**src/rtl/async_fifo_pkg.sv**
```systemverilog
// rtl/async_fifo_pkg.sv - shared types and wdata field layout for the async_fifo write side
package async_fifo_pkg;

  typedef enum logic {
    ARB_IDLE = 1'b0,
    ARB_LOCK = 1'b1
  } arb_state_e;

  // wdata is {id, last, payload}; offsets for the default payload width
  localparam int DSIZE_DEF = 32;
  localparam int LAST_BIT  = DSIZE_DEF;
  localparam int ID_LSB    = DSIZE_DEF + 1;

  function automatic int wd_last_bit(input int dsize);
    return dsize;
  endfunction

  function automatic int wd_id_lsb(input int dsize);
    return dsize + 1;
  endfunction

endpackage

```
**src/rtl/rr_pick.sv**
```systemverilog
// rtl/rr_pick.sv - combinational round-robin selector, search starts one past ptr
module rr_pick #(
  parameter int NREQ = 4,
  parameter int IDW  = $clog2(NREQ)
) (
  input  logic [NREQ-1:0] req,
  input  logic [IDW-1:0]  ptr,
  output logic [IDW-1:0]  gnt_id,
  output logic            any
);

  logic [IDW-1:0] idx;

  // Walk offsets from farthest to nearest so the nearest requester wins.
  always_comb begin
    gnt_id = '0;
    any    = 1'b0;
    idx    = '0;
    for (int off = NREQ; off >= 1; off--) begin
      idx = IDW'((int'(ptr) + off) % NREQ);
      if (req[idx]) begin
        gnt_id = idx;
        any    = 1'b1;
      end
    end
  end

endmodule

```
**src/rtl/async_fifo_wr_arbiter.sv**
```systemverilog
// rtl/async_fifo_wr_arbiter.sv - packet-locked round-robin arbiter for the async_fifo write port
module async_fifo_wr_arbiter
  import async_fifo_pkg::*;
#(
  parameter int NREQ      = 4,
  parameter int DSIZE     = 32,
  parameter int MAX_BURST = 8,
  parameter int USE_AFULL = 1,
  parameter int IDW       = $clog2(NREQ)
) (
  input  logic                  wclk,
  input  logic                  wrst,
  input  logic [NREQ-1:0]       req_valid,
  input  logic [NREQ*DSIZE-1:0] req_data,
  input  logic [NREQ-1:0]       req_last,
  output logic [NREQ-1:0]       req_ready,
  output logic                  winc,
  output logic [IDW+DSIZE:0]    wdata,
  input  logic                  wfull,
  input  logic                  awfull,
  output logic                  grant_vld,
  output logic [IDW-1:0]        grant_id
);

  localparam int BCW = $clog2(MAX_BURST + 1);
  localparam int WD_LAST = wd_last_bit(DSIZE);
  localparam int WD_ID   = wd_id_lsb(DSIZE);
  localparam logic [BCW-1:0] BEAT_MAX = BCW'(MAX_BURST - 1);

  arb_state_e       state_q;
  logic [IDW-1:0]   grant_id_q;
  logic [IDW-1:0]   rr_ptr_q;
  logic [BCW-1:0]   beat_cnt_q;
  logic             grant_vld_q;

  logic [IDW-1:0]   pick_id;
  logic             pick_any;
  logic             start_ok;
  logic             in_lock;
  logic             last_eff;
  logic             accept;
  logic [DSIZE-1:0] cur_data;

  rr_pick #(
    .NREQ (NREQ),
    .IDW  (IDW)
  ) u_pick (
    .req    (req_valid),
    .ptr    (rr_ptr_q),
    .gnt_id (pick_id),
    .any    (pick_any)
  );

  // awfull only gates the start of a packet; beats inside a packet stall on wfull alone.
  assign start_ok = (USE_AFULL == 0) || !awfull;
  assign in_lock  = (state_q == ARB_LOCK);
  assign last_eff = req_last[grant_id_q] | (beat_cnt_q == BEAT_MAX);
  assign accept   = in_lock & req_valid[grant_id_q] & ~wfull;

  assign winc      = accept;
  assign grant_vld = grant_vld_q;
  assign grant_id  = grant_id_q;

  always_comb begin
    cur_data = '0;
    for (int i = 0; i < NREQ; i++) begin
      if (grant_id_q == IDW'(i)) cur_data = req_data[i*DSIZE +: DSIZE];
    end
  end

  always_comb begin
    req_ready = '0;
    if (in_lock && !wfull) req_ready[grant_id_q] = 1'b1;
  end

  always_comb begin
    wdata                 = '0;
    wdata[DSIZE-1:0]      = cur_data;
    wdata[WD_LAST]        = last_eff;
    wdata[WD_ID +: IDW]   = grant_id_q;
  end

  always_ff @(posedge wclk or posedge wrst) begin
    if (wrst) begin
      state_q     <= ARB_IDLE;
      rr_ptr_q    <= IDW'(NREQ - 1);
      beat_cnt_q  <= '0;
      grant_id_q  <= '0;
      grant_vld_q <= 1'b0;
    end else begin
      case (state_q)
        ARB_IDLE: begin
          if (pick_any && start_ok) begin
            grant_id_q  <= pick_id;
            beat_cnt_q  <= '0;
            grant_vld_q <= 1'b1;
            state_q     <= ARB_LOCK;
          end
        end
        ARB_LOCK: begin
          if (accept) begin
            beat_cnt_q <= beat_cnt_q + 1'b1;
            if (last_eff) begin
              rr_ptr_q    <= grant_id_q;
              grant_vld_q <= 1'b0;
              state_q     <= ARB_IDLE;
            end
          end
        end
        default: state_q <= ARB_IDLE;
      endcase
    end
  end

endmodule

```
**config.mk**
```make
export PLATFORM = sky130hd
export DESIGN_NAME = async_fifo_wr_arbiter
export DESIGN_NICKNAME = d
export VERILOG_FILES = /design/src/rtl/async_fifo_pkg.sv /design/src/rtl/rr_pick.sv /design/src/rtl/async_fifo_wr_arbiter.sv
export SDC_FILE = /design/constraint.sdc
export NUM_CORES = 1
export LEC_CHECK = 0
export ABC_AREA = 1
export ABC_CLOCK_PERIOD_IN_PS = 2000
export CAP_MARGIN = 10
export CELL_PAD_IN_SITES_DETAIL_PLACEMENT = 1
export CELL_PAD_IN_SITES_GLOBAL_PLACEMENT = 2
export CORE_UTILIZATION = 10
export CTS_CLUSTER_SIZE = 8
export DETAILED_ROUTE_END_ITERATION = 8
export PLACE_DENSITY_LB_ADDON = 0.1
export SYNTH_ARGS = -nofsm -noshare
export SYNTH_HDL_FRONTEND = slang
export SYNTH_SLANG_ARGS = --single-unit
```
**constraint.sdc**
```tcl
create_clock -name wclk -period 2 [get_ports wclk]
set_input_delay 0.4 -clock wclk [delete_from_list [all_inputs] [get_ports wclk]]
set_output_delay 0.4 -clock wclk [all_outputs]
set_load 0.05 [all_outputs]
```
==> impl_metrics.py <==
metrics = {
    "timing": {
        "skew_ns": 0.001150,
        "finalHoldViolCount": 0,
        "drv_slew": 0,
        "setup_viol": 6,
        "rsz0062_at_grt": "yes",
        "timing.final.crit_period_ns": 2.021,
        "maxSlewHeadroom_pct": 67.21,
        "fin_setup_tns_ns": -0.05093,
        "holdWs_ns": 0.4674,
        "setup_slack_ns": -0.02095,
        "min_period_over_period_pct": 101.0,
        "worst_pin_slew_ns": 0.4903,
        "fmax_mhz": 494.8,
    },
    "synthesis": {
        "yosysTopAreaCellShare_pct": 43.10,
        "synthSimpleGateAreaFrac_pct": 65.76,
        "avgSynthCellArea_um2": 5.174,
        "synth_adder_area_share_pct": 0.7981,
        "yosysMostFrequentCell": "nand2_1",
        "synth_flop_cell": "dfrtp_1",
        "synth_area_um2": 1568,
        "synthArstFlopShare_pct": 100.0,
        "ys_types": 26,
        "synth_cells": 303,
        "synthMuxAreaShare_pct": 0,
        "synth_common_cells": "nand2_1, nand4_1, inv_1",
        "yosys_warnings": 0,
        "synth_top_family_by_area": "simple AND/OR/NAND/NOR gates",
        "ys_ff_latch": 10,
        "synth-compound-area-share_pct": 6.225,
        "syn-num-nets": 444,
        "synthXorXnorAreaFrac_pct": 0.5587,
        "ys_seq_area_share_pct": 16.12,
        "synth_edf_count": 0,
        "ys_top_cells_by_area": "nand2_1, dfrtp_1, nand4_1, inv_1, dfstp_2",
        "yosysTopAreaCell": "nand2_1",
    },
    "setup_path": {
        "critPathCaptureType": "output port",
        "cp.required_ns": 1.60,
        "crit_path_start_kind": "flip-flop",
        "crit_fanout": 9,
        "critPathArrivalTime_ns": 1.62,
        "criticalPathCategory": "reg -> out",
    },
    "floorplan": {
        "core_um2": 15260,
        "initial_core_util_pct": 10.27,
        "die_y_um": 127.2,
        "die-area_um2": 16180,
        "io_pins": 183,
        "die_x_um": 127.2,
        "row_count": 45,
    },
    "global_route": {
        "overflow": 0,
        "grt_max_degree": 18,
        "antenna_found_initial": 1,
        "grt_pass1_wl_um": 17530,
        "grt_use_total_pct": 14.56,
        "grt_pass1_vias": 3026,
    },
    "route": {
        "drtIter0Drc": 68,
        "drc": 0,
        "drtAntennaViolNets": 0,
        "viasPerCell": 3.859,
        "wirelength_um": 12170,
        "drt_pass1_iterations": 4,
        "wl_per_cell_um": 16.86,
        "via_count": 2786,
    },
    "status": {
        "outcome": "finished, violations left",
        "violations": "setup timing",
    },
    "clock_tree": {
        "cts_made_buffers": 3,
        "clkTransAtPathRegs_ns": 0.04,
        "clk_latency_ns": 0.23,
        "root_buffer": "clkbuf_16",
        "clkSinkCount": 10,
        "cts_tree": "yes",
        "ctsHoldBuffers": 0,
        "htree_levels": 1,
        "cts_buffer_depth": 2,
    },
    "cells_and_area": {
        "nets": 652,
        "layout-drive-gt1-share_pct": 23.73,
        "final_core_util_pct": 31.04,
        "area_delta_synth_final_pct": 202.1,
    },
    "place": {
        "io_buffers": 182,
        "dp_hpwl_um": 8292,
        "place_congestion": 0.7039,
    },
    "power": {
        "irDropWorstVdd_uv": 778.9,
        "leakagePower_nw": 2.030,
        "power_density_nw_per_um2": 1898,
    },
    "min_path": {
        "hold_path.class": "in -> async",
    },
    "job": {
        "max_cap_viol_count": 0,
    },
}
through the flow:
| step | power, mW | setup WS [ns] | std cells | cell area, um2 |
|---|---|---|---|---|
| detailed placement | 7.293 | 0.01278 | 693 | 4088 |
| floorplan | 3.834 | -0.006759 | 303 | 1573 |
| global placement | 7.291 | 0.01683 | 693 | 4088 |
| CTS | 8.924 | -0.02553 | 718 | 4613 |
| global route | 9.480 | -0.07508 | 722 | 4736 |
| finish | 8.988 | -0.02095 | 722 | 4736 |
power breakdown:
part           switching, mW  internal [mW]
sequential             0.115          0.309
clock                 0.0925          0.267
combinational           4.42           3.79
area by class of cell:
class | count | area [um2]
fill | 1823 | 10520
timing repair buffer | 219 | 2788
multi-input combinational | 256 | 1249
tap | 211 | 264.0
sequential | 10 | 255.2
inverter | 21 | 98.84
clock buffer | 4 | 78.83
antenna | 1 | 2.502
sequential cells by signal, summed over array words and instances (netlist names):
register and flops:
beat_cnt_q 4, grant_id 2, grant_vld 1, in_lock 1, rr_ptr_q 2
logic make-up after synthesis:
logic type	after synthesis
flops	10
simple gates	242
buf+inv	37
xor+xnor	1
compound gates	12
fa+ha+maj	1
layer usage:
| layer | routed length (um) | global-route usage [%] |
|---|---|---|
| met1 | 4795 | 16.44 |
| met3 | 734 | 2.931 |
| met4 | 165 | 2.521 |
| met5 | 0 | 0 |
| met2 | 6474 | 28.22 |
what timing repair did:
action / CTS / global route
pin swaps: 29 / 19
buffers inserted: 13 / 1
cloned: 9 / 2
gates resized for setup: 32 / 19
endpoints found under the setup margin: 33 / 34
layout by cell type (no fill, tap or decap), types with 9 or more instances in the layout:
cell             instances
buf_12                  45
nor2_1                  12
nand2_2                 13
nand2_1                162
buf_4                   19
clkdlybuf4s50_1        140
buf_16                   9
inv_1                   17
nand3_1                 10
nand4_1                 32
final timing paths:
path | endpoint | from | slack [ns] | cells after the start
max | wdata[10] | grant_id[1]$_DFFE_PP0P_ | -0.02 | 7
min | beat_cnt_q[1]$_DFFE_PP0P_ | wrst | 0.47 | 2
max reg2reg | grant_vld$_DFFE_PP0P_ | grant_id[0]$_DFFE_PP0P_ | 0.26 | 12
min reg2reg | grant_vld$_DFFE_PP0P_ | grant_vld$_DFFE_PP0P_ | 0.49 | 2
max in group asynchronous | rr_ptr_q[0]$_DFFE_PP1P_ | wrst | 1.20 | 2
min in group wclk | grant_vld$_DFFE_PP0P_ | grant_vld$_DFFE_PP0P_ | 0.49 | 2
worst max-delay path, stage by stage (launching register included):
cell and delay [ns]:
dfrtp_2 0.45, buf_6 0.14, nor2_4 0.13, buf_6 0.15, buf_12 0.14, nand2_2 0.05, nand4_1 0.15, buf_12 0.16
(Power assumes the default switching activity.)
